### src/rtl/timer_alarm_bank.sv
// timer_alarm_bank: bank of N_FIELDS stored time fields compared against a live
// count, with an arm/ring/disarm state machine and a display source mux.
// Optional build macro: TIMER_ALARM_AUTOSILENCE_EN (ringing stops by itself
// after RING_CYCLES clock cycles).
module timer_alarm_bank #(
    parameter int N_FIELDS    = 3,
    parameter int DATA_W      = 8,
    parameter int SEL_W       = 2,
    parameter int RING_CYCLES = 1000000
) (
    input  logic                         clk,
    input  logic                         reset,
    input  logic                         hold,
    input  logic                         chip_select,
    input  logic                         wr_en,
    input  logic [SEL_W-1:0]             field_sel,
    input  logic [DATA_W-1:0]            in_rtc_dato,
    input  logic [N_FIELDS*DATA_W-1:0]   in_count_dato,
    input  logic                         arm,
    input  logic                         btn_desactivar,
    input  logic                         estado_alarma,
    output logic [N_FIELDS*DATA_W-1:0]   out_dato_vga,
    output logic                         flag_out,
    output logic                         armed,
    output logic                         match
);

    localparam logic [1:0] ST_IDLE    = 2'd0;
    localparam logic [1:0] ST_ARMED   = 2'd1;
    localparam logic [1:0] ST_RINGING = 2'd2;

    logic [DATA_W-1:0]   field_q [N_FIELDS];
    logic [DATA_W-1:0]   field_d [N_FIELDS];
    logic [N_FIELDS-1:0] wr_hit;
    logic [N_FIELDS-1:0] match_vec;
    logic [N_FIELDS*DATA_W-1:0] stored_flat;

    logic       match_prev_q;
    logic       match_prev_d;
    logic       match_rise;
    logic [1:0] state_q;
    logic [1:0] state_d;
    logic       ring_timeout;

    // Per-field write decode, compare and flattening. A field_sel value at or
    // beyond N_FIELDS matches no index, so such writes fall away naturally.
    genvar gi;
    generate
        for (gi = 0; gi < N_FIELDS; gi++) begin : g_field
            assign wr_hit[gi]    = wr_en & ~hold & (field_sel == SEL_W'(gi));
            assign match_vec[gi] = (field_q[gi] == in_count_dato[gi*DATA_W +: DATA_W]);
            assign stored_flat[gi*DATA_W +: DATA_W] = field_q[gi];
        end
    endgenerate

    // Next value of each stored field: selected source on a hit, else hold.
    always_comb begin
        for (int i = 0; i < N_FIELDS; i++) begin
            field_d[i] = field_q[i];
            if (wr_hit[i]) begin
                field_d[i] = chip_select ? in_count_dato[i*DATA_W +: DATA_W] : in_rtc_dato;
            end
        end
    end

    // Stored field registers.
    always_ff @(posedge clk) begin
        for (int i = 0; i < N_FIELDS; i++) begin
            if (reset) begin
                field_q[i] <= '0;
            end else begin
                field_q[i] <= field_d[i];
            end
        end
    end

    assign match        = &match_vec;
    assign match_prev_d = match;
    assign match_rise   = match & ~match_prev_q;

`ifdef TIMER_ALARM_AUTOSILENCE_EN
    localparam int RC_W = $clog2(RING_CYCLES + 1);
    localparam logic [RC_W-1:0] RING_LAST = RC_W'(RING_CYCLES - 1);

    logic [RC_W-1:0] ring_cnt_q;
    logic [RC_W-1:0] ring_cnt_d;

    // Ring counter: held at zero outside RINGING so it starts fresh on entry.
    always_comb begin
        ring_cnt_d = '0;
        if (state_q == ST_RINGING) begin
            ring_cnt_d = ring_cnt_q + 1'b1;
        end
    end

    // Ring counter register.
    always_ff @(posedge clk) begin
        if (reset) begin
            ring_cnt_q <= '0;
        end else begin
            ring_cnt_q <= ring_cnt_d;
        end
    end

    assign ring_timeout = (state_q == ST_RINGING) && (ring_cnt_q == RING_LAST);
`else
    assign ring_timeout = 1'b0;
`endif

    // Alarm state machine; disarm always wins over arm and over a new match.
    always_comb begin
        state_d = state_q;
        case (state_q)
            ST_IDLE: begin
                if (arm && !btn_desactivar) begin
                    state_d = ST_ARMED;
                end
            end
            ST_ARMED: begin
                if (btn_desactivar) begin
                    state_d = ST_IDLE;
                end else if (match_rise) begin
                    state_d = ST_RINGING;
                end
            end
            ST_RINGING: begin
                if (btn_desactivar || ring_timeout) begin
                    state_d = ST_IDLE;
                end
            end
            default: state_d = ST_IDLE;
        endcase
    end

    // State and match history registers.
    always_ff @(posedge clk) begin
        if (reset) begin
            state_q      <= ST_IDLE;
            match_prev_q <= 1'b0;
        end else begin
            state_q      <= state_d;
            match_prev_q <= match_prev_d;
        end
    end

    assign flag_out     = (state_q == ST_RINGING);
    assign armed        = (state_q == ST_ARMED);
    assign out_dato_vga = estado_alarma ? in_count_dato : stored_flat;

endmodule

### config.mk
export PLATFORM = sky130hd
export DESIGN_NAME = timer_alarm_bank
export DESIGN_NICKNAME = d
export VERILOG_FILES = /design/src/rtl/timer_alarm_bank.sv
export SDC_FILE = /design/constraint.sdc
export NUM_CORES = 1
export LEC_CHECK = 0
export CAP_MARGIN = 15
export CORE_MARGIN = 5
export CORE_UTILIZATION = 30
export CTS_CLUSTER_SIZE = 16
export DETAILED_ROUTE_END_ITERATION = 8
export HOLD_SLACK_MARGIN = 0.15
export PLACE_DENSITY = 0.62
export RECOVER_POWER = 50
export SETUP_SLACK_MARGIN = 0.15
export SLEW_MARGIN = 15
export SYNTH_ARGS = -nofsm -noshare
export SYNTH_HDL_FRONTEND = slang
export SYNTH_SLANG_ARGS = --single-unit
export TNS_END_PERCENT = 5
### constraint.sdc
create_clock -name clk -period 2.1 [get_ports clk]
set_input_delay 0.42 -clock clk [delete_from_list [all_inputs] [get_ports clk]]
set_output_delay 0.42 -clock clk [all_outputs]
set_load 0.05 [all_outputs]
==> impl_results.md, run 1 <==
- Synth async-reset ratio: 0
- Die height: 85.2 microns
- Final setup viols: 1
- CP startpoint kind: input port
- Count leader, synth: dfxtp_1
- Dpl hpwl: between 3000 and 4000 microns
- Detailed Route WL: roughly 5200 microns
- Chip width: 85.2 microns
- Min Clock Period, post-route: 2170 ps
- Vias in the first global route: 1,704
- Layout cells sized above 1: 0.344
- Maximum VDD drop: 0.000316 V
- Unrepaired setup endpoints after global routing: yes
- Core Rows: 27
- Failing checks: negative setup slack
- CP endpoint kind: output pin
- Ant diodes: 0
- Layout Cells excl Fill: roughly 350
- Max-cap violations: 0
- CP max FO: 2
- CTS root buf: clkbuf_8
- Post-synthesis mux area share: 0.159
- Synth Area in Compound Gates: 0.190
- Via/cell ratio: just under 5
- Synth Instances: 189
- Net Sw Power: 0.441 mW
- Xor/xnor share of the synthesized area: 0.124
- Yosys warning count: 0
- Worst-Skew Late Latency: about 270 ps
- Yosys reg bits: 27
- Crit path kind: in2out
- Share of the synthesized area in the top cell type: 0.319
- Total GRT Usage: 0.145
- Critical Path AT: 1750 ps
- Fill cells: 540
- PortBufs: 68
- Top cells by count, synth: dfxtp_1, nor2_1, a211oi_1, a21oi_1, mux2_2
- GRT overflow: 0
- Internal power: 0.880 mW
- DP Area: 2560 sq um
- First-pass GRT wire length: 8560 microns
- Simple-Gate Fraction of Synth Area: 0.160
- IO Pins: 69
- PwrDens: 499 nW/um^2
- Period Utilization, post-route: 1.03
- Cells taking the most area after synthesis: dfxtp_1, mux2_2, a211oi_1
- Least-Margin Pin Slew: 656 ps
- Clock power share: 0.230
- Die ar.: 7250 sq um
- Clock Tree Buf Depth: 2
- Skew final: 4.35 ps
- Multi-input logic area: ~1100 sq um
- Antenna-violating nets left: 0
- Hold/Removal Path Class: reg2reg
- Max-slew violations: 0
- Hold Worst Slack: 448 ps
- Post-synth cell types: 23
- DRC viols: 0
- Initial core utilization: 0.308
- Avg Cell Area, Syn: about 9.0 sq um
- CTS clk-pin slew, worst paths: about 90 ps
- Register area share after synthesis: 0.319
- Req. time, crit path: 1680 ps
- Area leader, netlist: dfxtp_1
- Via count: about 1.7k
- Final setup margin: -66.3 ps
- Area share of fa/ha/maj cells after synthesis: 0
- Leakage Power: approximately 1.1 nW
- Slew HR: 0.563
- Status: complete, but fails checks
- Final nets: 322
- CTS Sinks: 27
- Final hold vios: 0
- Layout area overhead: 56.2%
- Drt pass-1 iters: 4
- Comb pwr share: 0.358
- Final Core Density: 0.481
- Largest family of logic cells by synthesized area: compound AO/OA/AOI/OAI gates
- CTS Buf Count: 3
- Wire length per cell: 14.8 microns
- Max Fclk: between 400 and 500 MHz
- Post-route cell area: approximately 2600 sq um
- Core area: 5510 sq um
- DR iter-0 viols: 85
- TritonCTS clock tree: yes
- Post-Synthesis Net Count: 231
- Routability congestion estimate: 0.751
- Synthesized area: between 1500 and 2000 sq um
- Sw Ratio: 0.334
- H-tree depth: 1
- Register area: 546 sq um
- Sequential share of power: 0.411
- Number of synthesized flops with an enable pin: 0
- Setup_tns: -66.3 ps
- Largest net degree at the start of global routing: 33
- Top FF cell, synth: dfxtp_1
- Dpl cells: 341
- Antenna violations before repair: 0
-- flip-flops by register name, summed over array words and instances, names as in the netlist --
name,count
state_q,2
match_prev_q,1
field_q,24
-- path summary, 6_finish.rpt --
check / start / endpoint / slack (ps) / depth (start not counted)
max reg2reg: field_q[0][0]$_SDFFE_PP0P_ / state_q[0]$_SDFFE_PP0P_ / 380 / 7
min: state_q[1]$_SDFFE_PP0P_ / state_q[0]$_SDFFE_PP0P_ / 450 / 1
min reg2reg: state_q[1]$_SDFFE_PP0P_ / state_q[0]$_SDFFE_PP0P_ / 450 / 1
max: in_count_dato[6] / match / -70 / 5
-- logic make-up (layout without fill, tap and decap cells) --
group,Yosys count,in the layout
muxes,24,24
AOI/OAI and AO/OA,51,51
and+or+nand+nor,48,48
DFF,27,27
buffers and inverters,15,105
xor gates and xnor gates,24,24
-- final cells by class --
type | instances | share of cell area
multi-input combinational | 147 | 0.414
timing repair buffer | 100 | 0.327
sequential | 27 | 0.206
tap | 72 | 0.0340
clock buffer | 4 | 0.0170
inverter | 1 | 0.00142
-- cells in the final DEF (no fill, tap or decap), types with 4 or more instances in the layout --
cell	n
buf_4	50
nor2_1	25
a21oi_1	24
a211oi_1	24
mux2_2	23
dfxtp_1	23
clkdlybuf4s50_1	23
xor2_1	15
nor2b_1	10
clkdlybuf4s15_1	9
xnor2_1	7
dlygate4sd2_1	5
dfxtp_2	4
-- routing by layer --
layer	wire length, microns	vias up	track usage
met4	20	0	0.0216
met5	0	-	0
met2	2290	53	0.232
met1	2480	776	0.200
li1	-	867	-
met3	402	2	0.0350
-- critical path, cell delays in order --
cell and delay, ps:
clkdlybuf4s50_1 530, xnor2_2 120, nand4_1 200, nor3_4 300
buf_12 170
-- power by group through the flow --
stage	Clock, mW	Sequential [mW]	Combinational [mW]
3_5_place_dp	0	0.555	0.478
2_1_floorplan	0	0.552	0.270
5_1_grt	0.338	0.546	0.506
4_1_cts	0.307	0.544	0.477
3_3_place_gp	0	0.555	0.476
6_report	0.305	0.544	0.473
-- per-stage QoR --
stage | total power [mW] | setup WS (ps)
after floorplan | 0.822 | 217
after global placement | 1.03 | -383
after detailed placement | 1.03 | -387
after CTS | 1.33 | -104
after global routing | 1.39 | -162
final | 1.32 | -66.3
-- repair_timing --
| item | 4_1_cts | 5_1_grt |
|---|---|---|
| gates resized for setup | 43 | 3 |
| buffers inserted | 4 | 2 |
| hold buffers | 0 | 0 |
| setup endpoints to repair | 25 | 1 |
| pin swaps | 10 | 4 |
No activity file was read; power rests on OpenSTA's default activity.
==> run 2, diff against run 1 <==
- CORE_UTILIZATION: 30 -> 46
- PLACE_DENSITY: 0.62 -> 0.88
==> run 2 against run 1 <==
The flow still finishes with violations (negative setup slack). Hold slack improved by 8.2 ps. Via count rose by 3.3%. Maximum frequency decreased by 0.91%. Global-route usage grew 4.9 points. Utilization rose by 25 points. Count of clock-buffer cells in the layout fell by 1. Total power decreased by 0.40%. Cell area is 0.52% lower. Wire length is 4.4% lower. Critical path type unchanged. Largest power group unchanged. Highest routed layer unchanged.
==> impl_results.md, run 2 (same netlist as run 1, synthesis figures left out) <==
- CTS clk-pin slew, worst paths: 90 ps
- Hold Worst Slack: 456 ps
- Max-slew violations: 0
- Slew HR: 0.553
- Unrepaired setup endpoints after global routing: yes
- DR iter-0 viols: 124
- CP endpoint kind: output pin
- CP max FO: 3
- Vias in the first global route: 1,661
- Max Fclk: 457 MHz
- Critical Path AT: 1770 ps
- Dpl cells: between 300 and 400
- Biggest regs: field_q (24), state_q (2), match_prev_q (1)
- Core Rows: 22
- Drt pass-1 iters: 4
- PortBufs: between 60 and 70
- Die height: 70.7 microns
- Fill cells: about 280
- TritonCTS clock tree: yes
- Largest net degree at the start of global routing: 33
- Hold/Removal Path Class: reg2reg
- Status: complete, but fails checks
- Maximum VDD drop: approximately 0.00025 V
- Commonest non-fill, non-tap cell in the layout: buf_4
- CP startpoint kind: input port
- CTS Sinks: 27
- IO Pins: 69
- Total GRT Usage: 0.194
- Final setup margin: -86.2 ps
- PwrDens: 500 nW/um^2
- Critical Path, Cell by Cell: clkdlybuf4s15_1 -> xor2_1 -> nor4_1 -> nand4_1 -> nor3_4 -> buf_12
- Commonest non-fill, non-tap cells in the layout: buf_4, nor2_1, a21oi_1, a211oi_1
- Detailed Route WL: between 4000 and 5000 microns
- Core area: 3610 sq um
- Crit-path slowest cell: nor4_1
- Chip width: 70.7 microns
- Final setup viols: 1
- DP Area: about 2500 sq um
- Skew final: 1.75 ps
- Initial core utilization: 0.470
- Via count: 1,754
- Final nets: between 300 and 400
- Req. time, crit path: 1680 ps
- DRC viols: 0
- Layout Cells excl Fill: 327
- Ant diodes: 0
- Reg with most FFs: field_q
- Antenna violations before repair: 0
- Max-cap violations: 0
- H-tree depth: 1
- Routability congestion estimate: about 0.85
- Via/cell ratio: 5.36
- Antenna-violating nets left: 0
- Die ar.: roughly 5000 sq um
- Failing checks: negative setup slack
- Least-Margin Pin Slew: 670 ps
- Setup_tns: -86.2 ps
- Wire length per cell: 15.2 microns
- Dpl hpwl: about 3700 microns
- GRT overflow: 0
- Max reg flops: 24
- Sw Ratio: 0.332
- Layout cells sized above 1: 0.358
- First-pass GRT wire length: 7980 microns
- Worst-Skew Late Latency: 270 ps
- Clock power share: 0.224
- Internal power: 0.879 mW
- Layout area overhead: 55.4%
- Leakage Power: 1.09 nW
- Crit path kind: in2out
- Net Sw Power: roughly 0.44 mW
- CTS root buf: clkbuf_8
- Slowest cell delay on critical path: 310 ps
- Post-route cell area: 2640 sq um
- Period Utilization, post-route: 1.04
- Clock Tree Buf Depth: 2
- Sequential share of power: 0.413
- Comb pwr share: 0.363
- Min Clock Period, post-route: 2190 ps
- CTS Buf Count: 3
- Final hold vios: 0
run 2: area by class of cell:
type | count | area, sq um | share of cell area
tap | 48 | 60.1 | 0.0228
timing repair buffer | 100 | 867 | 0.329
clock inverter | 1 | 5.00 | 0.00190
sequential | 27 | 547 | 0.208
inverter | 1 | 3.75 | 0.00142
multi-input combinational | 147 | 1110 | 0.422
clock buffer | 3 | 41.3 | 0.0157
run 2: final timing paths:
path                                                 start                       to  slack (ps)  cells past startpoint
worst max-delay path                     in_count_dato[22]                    match         -90                      6
worst min-delay path               state_q[1]$_SDFFE_PP0P_  state_q[0]$_SDFFE_PP0P_         460                      1
worst max register to register  field_q[0][1]$_SDFFE_PP0P_  state_q[0]$_SDFFE_PP0P_         340                      7
worst min register to register     state_q[1]$_SDFFE_PP0P_  state_q[0]$_SDFFE_PP0P_         460                      1
run 2: routing by layer:
layer / global-route usage / part of all wire
met4: 0.0418 / 0.011
met2: 0.318 / 0.48
met1: 0.258 / 0.42
met3: 0.0455 / 0.085
met5: 0 / 0
run 2: power by group through the flow:
| stage | Clock [mW] | Combinational (mW) | Sequential (mW) |
|---|---|---|---|
| floorplan | 0 | 0.270 | 0.552 |
| global placement | 0 | 0.470 | 0.554 |
| detailed placement | 0 | 0.474 | 0.555 |
| CTS | 0.295 | 0.473 | 0.543 |
| global route | 0.325 | 0.505 | 0.547 |
| finish | 0.295 | 0.478 | 0.544 |
run 2: critical path: cells and delay by family:
family | cells | cell delay, ps
and+or+nand+nor | 3 | 810
buffers and inverters | 2 | 370
xor gates and xnor gates | 1 | 160
run 2: what timing repair did:
| action | CTS | global route |
|---|---|---|
| resized for setup | 38 | 12 |
| hold buffers | 0 | 0 |
| pin swaps | 7 | 5 |
| setup endpoints to repair | 25 | 1 |
| hold endpoints to repair | 0 | 0 |
| buffers inserted | 3 | 2 |
run 2: metrics by stage:
stage	utilization	total power [mW]	setup WS (ps)
2_1_floorplan	-	0.822	217
3_3_place_gp	0.704	1.02	-329
3_5_place_dp	0.704	1.03	-383
4_1_cts	0.723	1.31	-131
5_1_grt	0.731	1.38	-140
6_report	0.731	1.32	-86.2
